$ cat src/rtl/ascii_word_packer.sv
// ascii_word_packer: packs accepted ASCII bytes little-endian into 32-bit words with keep/last, counts uppercase, flags lowercase
module ascii_word_packer #(
  parameter int CNT_W = 16
) (
  input  logic             clk,
  input  logic             rst_n,
  input  logic [7:0]       i_ascii_in,
  input  logic             i_in_valid,
  input  logic             i_in_last,
  output logic             o_in_ready,
  output logic [31:0]      o_word_out,
  output logic [3:0]       o_word_keep,
  output logic             o_word_last,
  output logic             o_word_valid,
  input  logic             i_word_ready,
  output logic [CNT_W-1:0] o_upper_count,
  output logic             o_lower_err
);
  typedef enum logic {FILL, HOLD} state_t;
  state_t     r_state;
  state_t     w_next;
  logic [7:0] r_lane [4];
  logic [3:0] r_keep;
  logic [1:0] r_idx;
  logic       r_last;
  logic       w_accept;
  logic       w_close;
  logic       w_upper;
  logic       w_lower;
  assign w_accept = i_in_valid && o_in_ready;
  assign w_close  = i_in_last || (i_ascii_in == 8'h00);
  assign w_upper  = (i_ascii_in >= 8'h41) && (i_ascii_in <= 8'h5A);
  assign w_lower  = (i_ascii_in >= 8'h61) && (i_ascii_in <= 8'h7A);
  assign o_word_out  = {r_lane[3], r_lane[2], r_lane[1], r_lane[0]};
  assign o_word_keep = r_keep;
  assign o_word_last = r_last;
  // state register
  always_ff @(posedge clk)
    if (!rst_n) r_state <= FILL;
    else r_state <= w_next;
  // next state: close the word on the fourth byte or a string terminator, release on word_ready
  always_comb
    w_next = (r_state == FILL) ? ((w_accept && (r_idx == 2'd3 || w_close)) ? HOLD : FILL)
                               : (i_word_ready ? FILL : HOLD);
  // handshake outputs depend only on state and reset
  always_comb begin
    o_in_ready   = rst_n && (r_state == FILL);
    o_word_valid = (r_state == HOLD);
  end
  // lane fill and clear after the held word is taken
  always_ff @(posedge clk)
    if (!rst_n || (r_state == HOLD && i_word_ready)) begin
      r_lane <= '{default: 8'h00};
      r_keep <= 4'h0;
      r_idx  <= 2'd0;
      r_last <= 1'b0;
    end else if (w_accept) begin
      r_lane[r_idx] <= i_ascii_in;
      r_keep[r_idx] <= 1'b1;
      r_idx         <= r_idx + 2'd1;
      if (w_close) r_last <= 1'b1;
    end
  // saturating uppercase counter and sticky lowercase flag
  always_ff @(posedge clk)
    if (!rst_n) begin
      o_upper_count <= '0;
      o_lower_err   <= 1'b0;
    end else if (w_accept) begin
      if (w_upper && o_upper_count != '1) o_upper_count <= o_upper_count + 1'b1;
      if (w_lower) o_lower_err <= 1'b1;
    end
endmodule

$ cat config.mk
export PLATFORM = sky130hd
export DESIGN_NAME = ascii_word_packer
export DESIGN_NICKNAME = d
export VERILOG_FILES = /design/src/rtl/ascii_word_packer.sv
export SDC_FILE = /design/constraint.sdc
export NUM_CORES = 1
export LEC_CHECK = 0
export CORE_MARGIN = 2
export CORE_UTILIZATION = 53
export CTS_BUF_LIST = sky130_fd_sc_hd__clkbuf_8
export DETAILED_ROUTE_END_ITERATION = 8
export DONT_BUFFER_PORTS = 1
export PLACE_DENSITY_LB_ADDON = 0.25
export SLEW_MARGIN = 25
export SYNTH_ARGS = -nofsm -noshare
export SYNTH_HDL_FRONTEND = slang
export SYNTH_SLANG_ARGS = --single-unit
$ cat constraint.sdc
create_clock -name clk -period 5.9 [get_ports clk]
set_input_delay 0.59 -clock clk [delete_from_list [all_inputs] [get_ports clk]]
set_output_delay 0.59 -clock clk [all_outputs]
set_load 0.02 [all_outputs]
# --- Word level (Yosys, flattened, before mapping) ---
# Cells that the tools add are included.
word_totals:
  wordCells: 50
  ramBits: 0
  regBits: 57
  n_memories: 0
  mem_bits_ro: 0
  output_inout_bits: 56
  latchBits: 0
  in_bits: 13
classes:
  bitwise_logic: 3
  reduce_logical: 17
  muxes: 8
  n_div: 0
  n_mul: 0
  n_shift: 0
  n_addsub: 2
  magnitude_cmp: 8
  eq_ne: 2
op_table:
  columns: ["cell", "count"]
  rows:
  - ["$bwmux W32", 1]
  - ["$add A16 B1 Y16 const B", 1]
  - ["$demux W8 S2", 1]
  - ["$ge A8 B7 Y1 const B", 2]
  - ["$le A8 B7 Y1 const B", 2]
  - ["$ne A16 B16 Y1 const B", 1]
  - ["$logic_and A1 B1 Y1", 9]
  - ["$logic_not A8 Y1", 1]
  - ["$mux W8", 1]
  - ["$reduce_and A2 Y1", 3]
  - ["$mux W1", 4]
  - ["$or A4 B4 Y4", 1]
  - ["$ge A3 B3 Y1 const B", 1]
  - ["$logic_or A1 B1 Y1", 3]
  - ["$lt A2 B3 Y1 const B", 1]
  - ["$lt A3 B1 Y1 const B", 1]
  - ["$not A2 Y3", 1]
  - ["$add A2 B1 Y2 const B", 1]
  - ["$demux W1 S2", 1]
  - ["$eq A2 B2 Y1 const B", 1]
  - ["$ge A2 B1 Y1 const B", 1]
  - ["$logic_not A1 Y1", 1]
  - ["$not A1 Y1", 1]

# --- Logic depth before layout (Yosys ltp) ---
# Gate-level depths: netlist of the first run.
logic_depth:
  depth_word: 6
  depth_mapped: 7
  mapped_depth_nobuf: 6

# --- Least setup slack after synthesis of the first run ---
# OpenSTA, ideal clock, no wires.
synth_path:
  kind: "input to register"
  start: "in i_ascii_in[7]"
  end: "reg o_upper_count[12]"
  setup_ns: 0.070
  arrival_time_ns: 2.109
  stages: 5
  path_buffers: 0
  setup_slack_ns: 3.721
  required_ns: 5.830
  cell_sequence: "nand2b_1 > or3_4 > or4_4 > or4_1 > a21oi_1"
synth_via:
  elab_chain_len: 4
  elab_cells_between_ends: 5
  classes_between: "order compare (2); reduce/logical (3)"
synth_lines:
  columns: ["item", "line_no", "source"]
  rows:
  - ["start: declaration", "7", "input logic [7:0] i_ascii_in,"]
  - ["$ge A8 B7 Y1 / $le A8 B7 Y1 (equally long branches)", "32", "assign w_upper = (i_ascii_in >= 8'h41) && (i_ascii_in <= 8'h5A);"]
  - ["$logic_and A1 B1 Y1 *", "32", null]
  - ["$logic_and A1 B1 Y1 *", "69", "if (w_upper && o_upper_count != '1) o_upper_count <= o_upper_count + 1'b1;"]
  - ["$reduce_and A2 Y1 (no line) *", null, null]
  - ["end signal: assignment", "69", null]
  - ["end: declaration", "16", "output logic [CNT_W-1:0] o_upper_count,"]
# Mark *: on every way between the ends. The rest lies on a longest branch, timed or not.
# A chain may end at the register's enable or synchronous reset.

# --- Final worst setup path of the first run ---
layout_path:
  start: "reg o_upper_count[0]"
  end: "reg o_upper_count[14]"
layout_via:
  elab_chain_len: 3
  elab_cells_between_ends: 4
  classes_between: "add/sub (1); eq/ne (1); reduce/logical (2)"
layout_lines:
  columns: ["item"]
  rows:
  - ["branches (longest 3 deep; another with $add A16 B1 Y16)"]
# Parallel ways; which one is timed is not known.

==> key figures, run 1 <==
Status
  • Status: complete, no violations

Min path
  • Worst hold path type: input port to register

Critical path
  • Critical Path Start Type: register
  • Worst-path maximum fanout: 10
  • CP endpoint kind: register
  • Worst Path Buf+Inv: 0
  • Worst path cell trace: ha_1 -> nand3_1 -> nor4_1 -> a211oi_1 -> and3_1 -> o21a_1
  • WP data arrival: 2610 ps
  • Slowest CP cell: dfxtp_1
  • Worst path max stage delay: between 500 and 600 ps
  • Setup CP Type: register to register
  • CP delay by family, top: simple AND/OR/NAND/NOR gates
  • WP data required: 6120 ps

Timing
  • Minimum clock period: around 2400 ps
  • Final Hold Fails: 0
  • Rel. slew slack: 46.17%
  • Worst hold slack: 382.8 ps
  • Crit share post-route: ~41%
  • Skew final: 8.189 ps
  • Post-route setup TNS: 0 ps
  • Setup Viol. Count Final: 0
  • Fmax: 0.4182 GHz
  • Final WS setup: about 3500 ps
  • RSZ-0062 raised after global routing: false
  • Worst-Margin Slew: 800.0 ps
  • Slew Viols, Final: 0

Drt
  • Initial DRC count: 133
  • Final WL: 5381 um
  • Residual DRC: 0
  • Via density: between 5 and 6
  • Detail Route Antenna Nets: 0
  • WL/cell: 15.46 um
  • TritonRoute pass-1 iters: 4
  • Total vias in the final route: 1958

Final layout
  • Final non-filler cell area: 2537 sq um
  • Area Growth Syn to Fin: 8.623%
  • Share of cells above drive strength 1: 8.108%
  • Final non-filler cell total: 348
  • Fin util: 59.09%
  • Final Net Count: about 310
  • Diodes inserted: 0

Placement
  • Placed Cells: 332
  • DP HPWL: 3710 um
  • DP Area: 2364 sq um
  • Placer Congestion: 0.8119
  • Port bufs: 0
  • Setup slack at placement: 3549 ps

Global routing
  • Initial antenna violation count: 0
  • Vias in the first global route: 1798
  • Overflow after GRT: 0
  • First-pass GRT wire length: 8852 um
  • Largest net degree at the start of global routing: 41
  • All-Layer GR Usage: 22.89%

Power and ir drop
  • Max VDD drop: between 0.15 and 0.2 mV
  • Lkg Pwr: 0.8712 nW
  • Total power: 0.7546 mW
  • Power Density: 297.4 nW/um^2

CTS
  • TritonCTS clock tree: done
  • Htree depth: 3
  • Hold_buf cts: 0
  • Root cell of the clock tree: clkbuf_8
  • Clock Path Buffers: 2
  • Clk_lat worst skew: about 330 ps
  • Number of buffers created by CTS: 9
  • Post_cts resized: 0
  • Clock slew at reported path FFs: approximately 60 ps
  • Postcts setup bufs: 0
  • CTS Sinks: 57

Die
  • IO Count: 69
  • Core ar.: 4294 sq um
  • Cell Rows: 24
  • Die Y: about 70 um
  • Die area: between 4000 and 5000 sq um
  • Starting Density: 54.40%
  • Die width: 70.39 um

Run
  • MaxCap Viol Count: 0

Yosys
  • Syn nets: 309
  • Cells after synthesis: 291
  • Synth cell types: 34
  • Seq/Total Area, Yosys: ~49%
  • Synthesis-stage register bit count: 57
  • Synthesized area: roughly 2300 sq um
  • Syn. warnings: 0
  • Syn_area_per_cell: 8.027 sq um
==> per-layer routing <==
layer  routed length, um  vias to the layer above  global-route usage, %
met5                   0                        -                      0
met4                  96                        0                  12.18
li1                    -                      992                      -
met1                2544                      903                  30.15
met3                 367                        8                  7.071
met2                2373                       55                  33.44
==> cells in the mapped netlist, drive strengths merged <==
master	number	area (sq um)
nand2b	4	25.02
and4	2	17.52
inv	8	30.03
xnor2	3	26.28
nand4b	1	8.760
nor4	3	18.77
and2	2	13.77
o21a	2	15.01
a31o	1	8.760
and3	5	36.29
or3	5	36.28
mux2i	3	30.03
nor2	18	67.56
dfxtp	57	1141
o21ai	5	25.02
o22ai	1	6.260
nor2b	2	12.51
nor3	3	15.01
nand4	2	12.51
clkbuf	12	45.04
a21oi	45	225.2
nand3b	2	27.53
ha	5	62.56
a211oi	2	15.01
nand2	83	311.6
or4	5	41.29
o31ai	3	22.52
nand3	6	30.03
a211o	1	8.760
==> cell usage in the layout, fill, tap and decap left out, drive strengths merged <==
| cell type | synthesis | routed |
|---|---|---|
| nand3b | 2 | 2 |
| buf | 0 | 1 |
| a211o | 1 | 1 |
| clkbuf | 12 | 11 |
| nor4 | 3 | 3 |
| nand4b | 1 | 1 |
| a211oi | 2 | 2 |
| a31o | 1 | 1 |
| and3 | 5 | 5 |
| nor3 | 3 | 3 |
| o21ai | 5 | 5 |
| o21a | 2 | 2 |
| nand3 | 6 | 6 |
| dfxtp | 57 | 57 |
| nand4 | 2 | 2 |
| mux2i | 3 | 3 |
| nor2 | 18 | 18 |
| xnor2 | 3 | 3 |
| nand2b | 4 | 4 |
| o22ai | 1 | 1 |
| and2 | 2 | 2 |
| o31ai | 3 | 3 |
| and4 | 2 | 2 |
| clkinv | 0 | 3 |
| nand2 | 83 | 83 |
| inv | 8 | 10 |
| nor2b | 2 | 2 |
| ha | 5 | 5 |
| a21oi | 45 | 45 |
| or4 | 5 | 5 |
| or3 | 5 | 5 |
==> where the power goes <==
group          switching [mW]  leakage (nW)  internal, mW
logic                  0.0218         0.309        0.0108
clock network           0.147         0.101         0.170
registers              0.0128         0.461         0.392
==> worst paths after layout <==
path / cells after the start / startpoint / slack, ps / endpoint
hold / removal: 1 / rst_n / 380 / o_upper_count[14]
setup / recovery: 6 / o_upper_count[0] / 3510 / o_upper_count[14]
hold reg to reg: 2 / r_idx[1] / 500 / r_idx[1]
setup reg to reg: 6 / o_upper_count[0] / 3510 / o_upper_count[14]
==> cell families (layout without fill, tap and decap cells) <==
logic type / Yosys count / after routing / share of synthesized area (%)
flops: 57 / 57 / 48.85
mux: 3 / 3 / 1.286
xor+xnor: 3 / 3 / 1.125
compound gates: 60 / 60 / 13.98
buf+inv: 20 / 25 / 3.214
simple gates: 143 / 143 / 28.87
fa+ha+maj: 5 / 5 / 2.678
==> cell type report <==
class | count | area, sq um
clock buffer | 11 | 151.4
timing repair buffer | 1 | 7.507
multi-input combinational | 214 | 1120
clock inverter | 5 | 22.52
sequential | 57 | 1141
inverter | 8 | 30.03
tap | 52 | 65.06
fill | 395 | 1757
==> flip-flops by register name (all words and copies together), names as in the netlist <==
name           count
o_word_last        1
r_idx              2
o_upper_count     16
o_word_keep        4
o_word_out        32
o_word_valid       1
o_lower_err        1
Note: power is estimated with default switching activity, not from simulation.
==> run 2, diff against run 1 <==
==> constraint.sdc (replaced) <==
create_clock -name clk -period 2.1 [get_ports clk]
set_input_delay 0.21 -clock clk [delete_from_list [all_inputs] [get_ports clk]]
set_output_delay 0.21 -clock clk [all_outputs]
set_load 0.02 [all_outputs]
==> run 2 against run 1 <==
Net effect:
- count of clock-buffer cells in the layout is 1 lower
- global-route usage is 2.0 points higher
- first-iteration DRC count is 34% higher
- highest routed layer unchanged
==> key figures, run 2 (synthesized netlist as in run 1, its figures left out) <==
Drt
  • Via density: 5.521 (-1.9%)
  • TritonRoute pass-1 iters: 4 (unchanged)
  • Initial DRC count: 178 (+34%)
  • Detail Route Antenna Nets: 0 (unchanged)
  • Total vias in the final route: 2087 (+6.6%)
  • WL/cell: 15.42 um (-0.27%)
  • Residual DRC: 0 (unchanged)
  • Final WL: 5829 um (+8.3%)

Timing
  • Final Hold Fails: 0 (unchanged)
  • Fmax: 0.4897 GHz (+17%)
  • Minimum clock period: 2042 ps (-349.2 ps)
  • Crit share post-route: 97.23% (+57 points)
  • Final WS setup: 58.09 ps (-3451 ps)
  • Skew final: 5.502 ps (-2.687 ps)
  • Worst-Margin Slew: 762.3 ps (-37.75 ps)
  • Slew Viols, Final: 0 (unchanged)
  • Setup Viol. Count Final: 0 (unchanged)
  • Rel. slew slack: 48.87% (+2.7 points)

CTS
  • Htree depth: 3 (unchanged)
  • Number of buffers created by CTS: 9 (unchanged)
  • Clk_lat worst skew: 330 ps (about the same)
  • Root cell of the clock tree: clkbuf_8
  • Clock Path Buffers: 2 (unchanged)
  • Clock slew at reported path FFs: 70 ps (about the same)
  • TritonCTS clock tree: done
  • CTS Sinks: 57 (unchanged)

Placement
  • Placer Congestion: 0.7704 (-5.1%)
  • DP HPWL: 3877 um (+4.5%)
  • Port bufs: 0 (unchanged)
  • Setup slack at placement: 37.26 ps (-3512 ps)

Global routing
  • Vias in the first global route: 1960 (+9.0%)
  • Largest net degree at the start of global routing: 41 (unchanged)
  • Initial antenna violation count: 0 (unchanged)
  • All-Layer GR Usage: 24.88% (+2.0 points)
  • Overflow after GRT: 0 (unchanged)
  • First-pass GRT wire length: 9535 um (+7.7%)

Critical path
  • Worst-path maximum fanout: 4 (-6)
  • Reg-to-reg startpoint: o_word_valid
  • WP data arrival: 2300 ps (-310 ps)
  • CP endpoint kind: register
  • Setup CP Type: register to register
  • Critical Path Start Type: register
  • WP data required: 2360 ps (-3760 ps)
  • Reg2Reg Depth: 5 (-1)
  • RR Endpoint: o_upper_count[10]
  • Slack of the worst reg-to-reg path: 60 ps (-3450 ps)

Final layout
  • Commonest non-fill, non-tap cell in the layout: nand2_1
  • Share of cells above drive strength 1: 15.64% (+7.5 points)
  • Diodes inserted: 0 (unchanged)
  • Max reg flops: 32 (unchanged)
  • Fillers: 385 (-2.5%)
  • Final Net Count: 339 (+9.7%)
  • Most frequent cells in the layout: nand2_1 (83), dfxtp_1 (57), a21oi_1 (44), buf_4 (22), nor2_1 (18)
  • Area Growth Syn to Fin: 21.37%

Min path
  • Worst hold path type: input port to register
  • WHS Endpoint: o_word_out[5]
  • Hold_sp: i_ascii_in[5]
  • Hold Path Cell Cnt: 2 (+1)

Power and ir drop
  • Lkg Pwr: 1.015 nW (+16%)
  • Max VDD drop: 0.5468 mV (+190%)
  • Power Density: 809.6 nW/um^2 (+170%)
  • Total power: 2.295 mW (+200%)

Die
  • IO Count: 69 (unchanged)
  • Starting Density: 54.40% (unchanged)
  • Cell Rows: 24 (unchanged)
  • Die area: 4955 sq um (unchanged)
  • Die width: 70.39 um (unchanged)
  • Core ar.: 4294 sq um (unchanged)
  • Die Y: 70.39 um (unchanged)

Run
  • MaxCap Viol Count: 0 (unchanged)

Status
  • Status: complete, no violations
[run 2: changes by cell type in the layout (fill, tap and decap cells not counted), moves of 2 or more]
| cell | delta |
|---|---|
| inv_1 | -2 |
| buf_4 | +21 |
| nor4_1 | -2 |
| clkinvlp_4 | +3 |
| dlygate4sd3_1 | +9 |
| clkinv_2 | -2 |
| nor4_2 | +2 |
[run 2: how the worst max path moves through the flow]
| stage | startpoint | endpoint | slack, ps | depth (start not counted) |
|---|---|---|---|---|
| finish | o_word_valid | o_upper_count[10] | 60 | 5 |
| global route | o_upper_count[1] | o_upper_count[3] | -2 | 6 |
| CTS | o_word_valid | o_upper_count[10] | 20 | 5 |
| detailed placement | o_word_valid | o_upper_count[12] | 40 | 5 |
| global placement | o_word_valid | o_upper_count[15] | 90 | 5 |
| floorplan | o_word_valid | o_upper_count[12] | 20 | 5 |
[run 2: where the power goes]
group          switching [mW]  leakage [nW]  internal (mW)
Sequential             0.0338         0.461           1.10
Combinational          0.0744         0.459         0.0478
Clock                   0.457        0.0949          0.581
[run 2: per-layer routing]
layer | global-route usage, % | wire (um) | up-vias
met4 | 11.75 | 46 | 0
met1 | 31.69 | 2426 | 954
li1 | - | - | 1043
met5 | 0 | 0 | -
met3 | 8.225 | 606 | 6
met2 | 37.95 | 2749 | 84
[run 2: area by class of cell]
| type | instances | area, sq um | share of cell area, % |
|---|---|---|---|
| clock buffers | 10 | 137.6 | 4.854 |
| clock inverters | 6 | 66.31 | 2.339 |
| inverters | 8 | 30.03 | 1.059 |
| multi-input cells | 214 | 1140 | 40.20 |
| flip-flops and latches | 57 | 1141 | 40.25 |
| well taps | 52 | 65.06 | 2.295 |
| repair buffers | 31 | 255.2 | 9.003 |
[run 2: per-stage QoR]
step | instance area [sq um] | cells | util, % | setup TNS [ps] | hold slack [ps]
3_3_place_gp | 2512 | 351 | 58.51 | 0 | 337.4
5_1_grt | 2835 | 378 | 66.03 | -1.551 | 0.4383
4_1_cts | 2806 | 376 | 65.36 | 0 | 0.6836
3_5_place_dp | 2512 | 351 | 58.51 | 0 | 349.0
2_1_floorplan | 2342 | 291 | - | 0 | 346.0
6_report | 2835 | 378 | 66.03 | 0 | 11.20
[run 2: repair_timing]
action | CTS | global route
setup buffers | 0 | 2
hold buffers | 9 | 0
endpoints found under the setup margin | 0 | 5
endpoints found under the hold margin | 22 | 0
gates resized for setup | 0 | 3
[run 2: worst max-delay path, cell delays in order, from the launching register on]
cell and delay (ps):
dfxtp_1 320, nand3b_4 160, or3_4 410, or4_4 520, or4_1 430, a21oi_1 130
==> run 3, diff against run 2 <==
--- a/config.mk
+++ b/config.mk
@@ -11,6 +11,7 @@
 export DETAILED_ROUTE_END_ITERATION = 8
 export DONT_BUFFER_PORTS = 1
 export PLACE_DENSITY_LB_ADDON = 0.25
+export SKIP_LAST_GASP = 1
 export SLEW_MARGIN = 25
 export SYNTH_ARGS = -nofsm -noshare
 export SYNTH_HDL_FRONTEND = slang
==> constraint.sdc (replaced) <==
create_clock -name clk -period 2.4 [get_ports clk]
set_input_delay 0.24 -clock clk [delete_from_list [all_inputs] [get_ports clk]]
set_output_delay 0.24 -clock clk [all_outputs]
set_load 0.02 [all_outputs]
==> run 3 against run 2 <==
Net effect:
- count of clock-buffer cells in the layout unchanged
- total power down 11%
- register-to-register slack better by 270 ps
- setup slack better by 270 ps
- critical path type unchanged
- largest power group unchanged
- highest routed layer unchanged
==> key figures, run 3 (synthesized netlist as in run 1, its figures left out) <==
Drt
  • Via density: 5.665 (+2.6%)
  • Final WL: 5430 um (-6.8%)
  • TritonRoute pass-1 iters: 4 (unchanged)
  • Residual DRC: 0 (unchanged)
  • WL/cell: 15.17 um (-1.6%)
  • Initial DRC count: 111 (-38%)
  • Total vias in the final route: 2028 (-2.8%)
  • Detail Route Antenna Nets: 0 (unchanged)

Placement
  • DP HPWL: 3682 um (-5.0%)
  • Setup slack at placement: 354.1 ps (+316.8 ps)
  • Port bufs: 0 (unchanged)
  • Placer Congestion: 0.8650 (+12%)
  • Placed Cells: 343 (-2.3%)

Final layout
  • Commonest non-fill, non-tap cell in the layout: nand2_1
  • Max reg flops: 32 (unchanged)
  • Diodes inserted: 0 (unchanged)
  • Final Net Count: 320 (-5.6%)
  • Final non-filler cell total: 358 (-5.3%)
  • Area Growth Syn to Fin: 13.71%
  • Most frequent cells in the layout: nand2_1 (83), dfxtp_1 (57), a21oi_1 (45), nor2_1 (18), buf_4 (12)
  • Share of cells above drive strength 1: 11.11% (-4.5 points)

Global routing
  • Initial antenna violation count: 0 (unchanged)
  • Largest net degree at the start of global routing: 41 (unchanged)
  • Overflow after GRT: 0 (unchanged)
  • Vias in the first global route: 1874 (-4.4%)
  • First-pass GRT wire length: 8907 um (-6.6%)
  • All-Layer GR Usage: 23.03% (-1.9 points)

CTS
  • Postcts setup bufs: 0 (unchanged)
  • Number of buffers created by CTS: 9 (unchanged)
  • Htree depth: 3 (unchanged)
  • CTS Sinks: 57 (unchanged)
  • Clock slew at reported path FFs: 60 ps (about the same)
  • Clk_lat worst skew: 330 ps (about the same)
  • Hold_buf cts: 0 (-9)
  • Post_cts resized: 0 (unchanged)
  • TritonCTS clock tree: done
  • Clock Path Buffers: 2 (unchanged)
  • Root cell of the clock tree: clkbuf_8

Timing
  • Worst-Margin Slew: 755.1 ps (-7.194 ps)
  • Slew Viols, Final: 0 (unchanged)
  • Minimum clock period: 2069 ps (+27.21 ps)
  • Fmax: 0.4833 GHz (-1.3%)
  • Setup Viol. Count Final: 0 (unchanged)
  • Rel. slew slack: 49.36% (+0.48 points)
  • RSZ-0062 raised after global routing: false
  • Post-route setup TNS: 0 ps (unchanged)
  • Final Hold Fails: 0 (unchanged)
  • Skew final: 4.560 ps (-0.9423 ps)
  • Crit share post-route: 86.21% (-11 points)
  • Final WS setup: 330.9 ps (+272.8 ps)

Power and ir drop
  • Total power: 2.041 mW (-11%)
  • Lkg Pwr: 0.9424 nW (-7.1%)
  • Power Density: 768.3 nW/um^2 (-5.1%)
  • Max VDD drop: 0.5019 mV (-8.2%)

Critical path
  • Slowest CP cell: or4_4
  • Setup CP Type: register to register
  • Critical Path Start Type: register
  • WP data arrival: 2330 ps (+30 ps)
  • WP data required: 2660 ps (+300 ps)
  • Worst path max stage delay: 520 ps (about the same)
  • CP endpoint kind: register
  • Worst path cell trace: and4_1 -> nand2_1 -> or4_4 -> or4_1 -> a21oi_1
  • Worst-path maximum fanout: 5 (+1)

Die
  • Cell Rows: 24 (unchanged)
  • Starting Density: 54.40% (unchanged)
  • Core ar.: 4294 sq um (unchanged)
  • IO Count: 69 (unchanged)
  • Die area: 4955 sq um (unchanged)
  • Die Y: 70.39 um (unchanged)
  • Die width: 70.39 um (unchanged)

Run
  • MaxCap Viol Count: 0 (unchanged)

Min path
  • Worst hold path type: input port to register

Status
  • Status: complete, no violations
[run 3: changes by cell type in the layout (fill, tap and decap cells not counted)]
cell | before | now
inv_6 | 1 | 0
dlygate4sd3_1 | 9 | 0
bufinv_16 | 1 | 2
or4_1 | 3 | 4
a21oi_2 | 1 | 0
clkinvlp_4 | 3 | 0
a21oi_1 | 44 | 45
inv_1 | 8 | 10
nor4_1 | 1 | 3
buf_4 | 22 | 12
nor4_2 | 2 | 0
or4_4 | 2 | 1
[run 3: path summary, 6_finish.rpt]
check	startpoint	end	slack (ps)	cells past startpoint
worst min-delay path	rst_n	o_upper_count[14]	20	1
worst max register to register	o_upper_count[6]	o_upper_count[12]	330	5
worst min register to register	r_idx[1]	r_idx[1]	510	2
worst max-delay path	o_upper_count[6]	o_upper_count[12]	330	5
[run 3: worst max-delay path, delay by kind of cell (launching register included)]
family           cells  cell delay [ps]
AND/OR/NAND/NOR      4             1350
flip-flops           1              490
AO/OA/AOI/OAI        1              150
[run 3: metrics by stage]
| stage | hold WS [ps] | util (%) | cell area [sq um] |
|---|---|---|---|
| final | 21.70 | 61.86 | 2656 |
| after global routing | 20.24 | 61.86 | 2656 |
| after CTS | 13.43 | 61.86 | 2656 |
| after detailed placement | 365.9 | 56.96 | 2446 |
| after global placement | 358.3 | 56.96 | 2446 |
| after floorplan | 376.0 | - | 2336 |
[run 3: layout make-up]
class / instances / area [sq um]
well taps: 52 / 65.06
clock inverters: 5 / 72.57
multi-input cells: 214 / 1120
fillers: 397 / 1638
clock buffers: 10 / 137.6
flip-flops and latches: 57 / 1141
inverters: 8 / 30.03
repair buffers: 12 / 90.09
[run 3: report_power, final]
group / leakage [nW] / total [mW] / internal, mW / switching [mW]
Clock: 0.115 / 0.962 / 0.598 / 0.364
Sequential: 0.461 / 0.993 / 0.964 / 0.0289
Combinational: 0.367 / 0.0867 / 0.0295 / 0.0573
Total: 0.942 / 2.04 / 1.59 / 0.450
[run 3: layer usage]
layer  vias to the layer above  global-route usage, %  wire [um]
li1                       1009                      -          -
met1                       940                  29.17       2489
met2                        67                  34.07       2407
met3                        12                  7.215        406
met4                         0                  13.89        126
met5                         -                      0          0
